$ cat config.mk
export PLATFORM = sky130hd
export DESIGN_NAME = ladybird_irq_controller
export DESIGN_NICKNAME = d
export VERILOG_FILES = /design/src/rtl/ladybird_irq_controller.sv
export SDC_FILE = /design/constraint.sdc
export NUM_CORES = 1
export LEC_CHECK = 0
export CORE_ASPECT_RATIO = 0.7
export CORE_MARGIN = 2
export CORE_UTILIZATION = 30
export CTS_BUF_LIST = sky130_fd_sc_hd__clkbuf_2 sky130_fd_sc_hd__clkbuf_4 sky130_fd_sc_hd__clkbuf_8
export DETAILED_ROUTE_END_ITERATION = 10
export GPL_ROUTABILITY_DRIVEN = 0
export PLACE_DENSITY = 0.63
export SYNTH_ARGS = -nofsm -noshare
export SYNTH_HDL_FRONTEND = slang
export SYNTH_SLANG_ARGS = --single-unit
$ cat constraint.sdc
create_clock -name clk -period 20.6 [get_ports clk]
set_input_delay 2.06 -clock clk [delete_from_list [all_inputs] [get_ports clk]]
set_output_delay 2.06 -clock clk [all_outputs]
set_load 0.01 [all_outputs]
$ cat src/rtl/ladybird_irq_controller.sv
// Interrupt controller: per-source enable/priority, global threshold, claim/complete via a word-addressed register port.
// Optional edge-sensitive sources and MODE register when LADYBIRD_IRQ_EDGE_EN is defined.
module ladybird_irq_controller #(
    parameter int unsigned N_SOURCES = 8,
    parameter int unsigned PRIO_W    = 3,
    parameter int unsigned ADDR_W    = 6
) (
    input  logic                 clk,
    input  logic                 nrst,
    input  logic [N_SOURCES-1:0] src,
    input  logic                 req,
    input  logic                 we,
    input  logic [ADDR_W-1:0]    addr,
    input  logic [31:0]          wdata,
    output logic                 rvalid,
    output logic [31:0]          rdata,
    output logic                 irq
);

    localparam logic [ADDR_W-1:0] A_PENDING   = ADDR_W'(32'h00);
    localparam logic [ADDR_W-1:0] A_ENABLE    = ADDR_W'(32'h01);
    localparam logic [ADDR_W-1:0] A_THRESHOLD = ADDR_W'(32'h02);
    localparam logic [ADDR_W-1:0] A_CLAIM     = ADDR_W'(32'h03);
    localparam logic [ADDR_W-1:0] A_MODE      = ADDR_W'(32'h04);

    logic [N_SOURCES-1:0] src_q;
    logic [N_SOURCES-1:0] pending;
    logic [N_SOURCES-1:0] enable;
    logic [N_SOURCES-1:0] in_service;
    logic [N_SOURCES-1:0] eligible;
    logic [N_SOURCES-1:0] win_onehot;
    logic [N_SOURCES-1:0] claim_mask;
    logic [N_SOURCES-1:0] complete_mask;
    logic [N_SOURCES-1:0] mode_rd;
    logic [PRIO_W-1:0]    threshold;
    logic [PRIO_W-1:0]    prio [N_SOURCES];
    logic [PRIO_W-1:0]    best_prio;
    logic [4:0]           winner_id;
    logic [31:0]          rd_mux;
    logic                 rd_en;
    logic                 wr_en;
    logic                 claim;

    assign rd_en = req & ~we;
    assign wr_en = req & we;
    assign claim = rd_en && (addr == A_CLAIM);

`ifdef LADYBIRD_IRQ_EDGE_EN
    logic [N_SOURCES-1:0] mode;
    logic [N_SOURCES-1:0] src_qq;
    logic [N_SOURCES-1:0] edge_pend;

    // A new rising edge beats a claim in the same cycle, so the set term is ORed last.
    always_ff @(posedge clk or negedge nrst) begin
        if (!nrst) begin
            mode      <= '0;
            src_qq    <= '0;
            edge_pend <= '0;
        end else begin
            src_qq    <= src_q;
            edge_pend <= (edge_pend & ~claim_mask) | (src_q & ~src_qq);
            if (wr_en && (addr == A_MODE)) begin
                mode <= wdata[N_SOURCES-1:0];
            end
        end
    end

    assign pending = (mode & edge_pend) | (~mode & src_q);
    assign mode_rd = mode;
`else
    assign pending = src_q;
    assign mode_rd = '0;
`endif

    // Strict '>' keeps the lowest ID on equal priority.
    always_comb begin
        eligible   = '0;
        win_onehot = '0;
        best_prio  = '0;
        winner_id  = '0;
        for (int unsigned i = 0; i < N_SOURCES; i++) begin
            eligible[i] = pending[i] & enable[i] & ~in_service[i] & (prio[i] > threshold);
            if (eligible[i] && (prio[i] > best_prio)) begin
                best_prio     = prio[i];
                winner_id     = 5'(i + 1);
                win_onehot    = '0;
                win_onehot[i] = 1'b1;
            end
        end
    end

    assign claim_mask = claim ? win_onehot : '0;

    always_comb begin
        complete_mask = '0;
        for (int unsigned i = 0; i < N_SOURCES; i++) begin
            complete_mask[i] = wr_en && (addr == A_CLAIM) && (wdata == 32'(i + 1));
        end
    end

    always_comb begin
        rd_mux = '0;
        if (addr == A_PENDING) begin
            rd_mux[N_SOURCES-1:0] = pending;
        end else if (addr == A_ENABLE) begin
            rd_mux[N_SOURCES-1:0] = enable;
        end else if (addr == A_THRESHOLD) begin
            rd_mux[PRIO_W-1:0] = threshold;
        end else if (addr == A_CLAIM) begin
            rd_mux[4:0] = winner_id;
        end else if (addr == A_MODE) begin
            rd_mux[N_SOURCES-1:0] = mode_rd;
        end else begin
            for (int unsigned i = 0; i < N_SOURCES; i++) begin
                if (addr == ADDR_W'(32 + i)) begin
                    rd_mux[PRIO_W-1:0] = prio[i];
                end
            end
        end
    end

    always_ff @(posedge clk or negedge nrst) begin
        if (!nrst) begin
            src_q      <= '0;
            enable     <= '0;
            threshold  <= '0;
            in_service <= '0;
            irq        <= 1'b0;
            rvalid     <= 1'b0;
            rdata      <= '0;
            for (int unsigned i = 0; i < N_SOURCES; i++) begin
                prio[i] <= '0;
            end
        end else begin
            src_q      <= src;
            irq        <= |eligible;
            rvalid     <= rd_en;
            rdata      <= rd_en ? rd_mux : '0;
            in_service <= (in_service & ~complete_mask) | claim_mask;
            if (wr_en && (addr == A_ENABLE)) begin
                enable <= wdata[N_SOURCES-1:0];
            end
            if (wr_en && (addr == A_THRESHOLD)) begin
                threshold <= wdata[PRIO_W-1:0];
            end
            for (int unsigned i = 0; i < N_SOURCES; i++) begin
                if (wr_en && (addr == ADDR_W'(32 + i))) begin
                    prio[i] <= wdata[PRIO_W-1:0];
                end
            end
        end
    end

endmodule

==> results.md <==
- Outcome: finished clean
- Final net count: 631
- Commonest non-fill, non-tap cells in the layout: dfrtp_1, clkdlybuf4s50_1, nand2_1, ha_1, mux2_2
- Clk_lat worst skew: 0.37 ns
- Area Overhead vs Synth: 20.1%
- Mux cell area share after synthesis: 11.2%
- Cts hold-fix bufs: 0
- N_diodes: 0
- # clock sinks: 61
- RSZ-0062 raised after global routing: false
- Setup repair bufs after CTS: 0
- Final Hold Viols: 0
- WP data required: 20.79 ns
- Global-route total usage across every layer: 18.0%
- Commonest non-fill, non-tap cell in the layout: dfrtp_1
- Dominant synthesized flop cell: dfrtp_1
- DRT Pass-1 Iters: 5
- Flops & latches, synth: 61
- Critical path launch point type: flop
- Hold Path Depth: 1
- CTS tree: built
- Die Y: 106 um
- Fill count: 1446
- Vias in the first global route: 3929
- R2r setup slk: 8.52 ns
- CP endpoint kind: flop
- Critical Path Stages: 49
- Ports: 84
- Worst Path Arrival: 12.27 ns
- FF-to-FF path depth: 49
- Worst relative slew slack: 23.0%
- Syn Area/Cell: 9.17 um^2
- Synth area leaders: dfrtp_1, ha_1, mux2_2
- Top Family by Delay on Critical Path: compound AO/OA/AOI/OAI gates
- PD cells: 59.4 nW/um^2
- Max Clk Rate: 82.8 MHz
- TritonCTS buffer count: 9
- Largest area contributor in the netlist: dfrtp_1
- Setup violators final: 0
- Drt wl/cell: 18.4 um
- IO Port Bufs: 59
- Clk buf depth: 2
- Synth Area in Adders: 11.8%
- Clock-pin slew on the worst setup and hold paths: 0.08 ns
- Die width: 150 um
- Minimum clock period: 12.08 ns
- Maxcap violations: 0
- First-pass GRT wire length: 21.8 mm
- Main combinational cell family by area after synthesis: compound AO/OA/AOI/OAI gates
- Routed vias: 3993
- Leakage power: 2.37 nW
- Post-Synth XOR/XNOR Area: 0.394%
- Hold Crit Class: reg2reg
- HPWL Detailed: 10.6 mm
- Max-slew violations: 0
- Antenna-violating nets left: 0
- Die area: 15800 um^2
- Residual DRC: 0
- Aggregate global routing overflow: 0
- Yosys warning count: 0
- CP max stage cell: o41ai_1
- Post-CTS Resized: 0
- Average via count per standard cell: 5.39
- Initial antenna violation count: 0
- Core Area: 14600 um^2
- Routed WL: 13.6 mm
- Post-synthesis compound-gate area fraction: 17.3%
- FF/Latch Area: 1530 um^2
- CP max FO: 10
- Seq/Total Area, Yosys: 34.3%
- Area taken by multi-input logic gates: 2670 um^2
- Synth cell types: 60
- Std-Cell Rows: 37
- Share of layout cells above drive strength 1: 11.7%
- Simple-gate share of the synthesized area: 17.3%
- Crit path largest cell delay: 0.53 ns
- Initial DRC Count: 542
- Most used cell along the critical path: ha_1
- Buf+Inv Stages, Crit Path: 3
- Cell area after layout: 5340 um^2
- Worst Clk Skew: 0.0179 ns
- Worst-Margin Slew: 1.15 ns
- H-Tree Depth: 3
- Largest net degree at the start of global routing: 62
- Critical path class: reg2reg
- Clock tree root buffer cell: clkbuf_8
- Fraction of registers with async set/reset: 100%
- Setup TNS Final: 0 ns
- Post-synthesis cell area: 4450 um^2
- Share of the synthesized area in the top cell type: 34.3%
- Post-synth EDFFs: 0
- Final worst path period share: 58.6%
- Initial Util: 30.5%
- Area after DPL: 5140 um^2
- Post-synthesis cell count: 485
- IR drop worst, VDD: 0.0394 mV
-- layer usage --
metal | global-route usage (%) | share of wire (%) | routed length (um) | vias up
li1 | - | - | - | 1836
met1 | 26.7 | 47 | 6380 | 1948
met2 | 26.1 | 43 | 5840 | 187
met3 | 4.46 | 9.2 | 1250 | 22
met4 | 4.22 | 1.2 | 163 | 0
met5 | 0 | 0 | 0 | -
-- final cells by class --
type,count,share of cell area [%]
multi-input cells,381,49.9
flip-flops and latches,61,28.6
repair buffers,61,11.2
well taps,195,4.57
clock buffers,9,2.32
inverters,27,1.90
clock inverters,7,1.52
-- logic make-up (layout without fill, tap and decap cells) --
kind of cell | Yosys count | after routing
buffers and inverters | 66 | 104
muxes | 44 | 44
adders and majority gates | 42 | 42
xor gates and xnor gates | 2 | 2
DFF | 61 | 61
and+or+nand+nor | 154 | 154
AOI/OAI and AO/OA | 115 | 115
other | 1 | 24
-- final timing paths --
check,endpoint,from
worst max-delay path,in_service[1]$_DFF_PN0_,threshold[2]$_DFFE_PN0P_
worst min-delay path,in_service[7]$_DFF_PN0_,in_service[7]$_DFF_PN0_
worst max register to register,in_service[1]$_DFF_PN0_,threshold[2]$_DFFE_PN0P_
worst min register to register,in_service[7]$_DFF_PN0_,in_service[7]$_DFF_PN0_
max in group asynchronous,threshold[0]$_DFFE_PN0P_,nrst
min in group asynchronous,prio[9]$_DFFE_PN0P_,nrst
-- registers in the layout, indices dropped and copies added (netlist names) --
register    flops
threshold       3
prio           24
in_service      8
rvalid          1
enable          8
pending         8
irq             1
rdata           8
-- metrics by stage --
stage                     utilization [%]  setup slack, ns  hold WS, ns  total power [mW]  instances
after floorplan                         -            10.41        0.445             0.179        508
after global placement               35.2             9.48        0.491             0.201        725
after detailed placement             35.2             8.78        0.486             0.204        725
after CTS                            36.6             8.72        0.510             0.318        741
after global routing                 36.6             7.77        0.530             0.334        741
final                                36.6             8.52        0.515             0.317        741
-- Yosys cell counts, drive strengths merged (10+ instances only) --
master / count
nand3: 14
nor2: 24
mux2: 33
buf: 25
o21ai: 36
nand2: 53
nor4: 14
inv: 26
a21oi: 24
mux2i: 10
ha: 40
clkbuf: 14
dfrtp: 61
-- power breakdown --
part	switching, mW	total (mW)	leakage (nW)	internal [mW]
Clock	0.0557	0.113	0.106	0.0577
Combinational	0.0362	0.0659	1.48	0.0297
Sequential	0.0108	0.138	0.793	0.127
(Power assumes the default switching activity.)
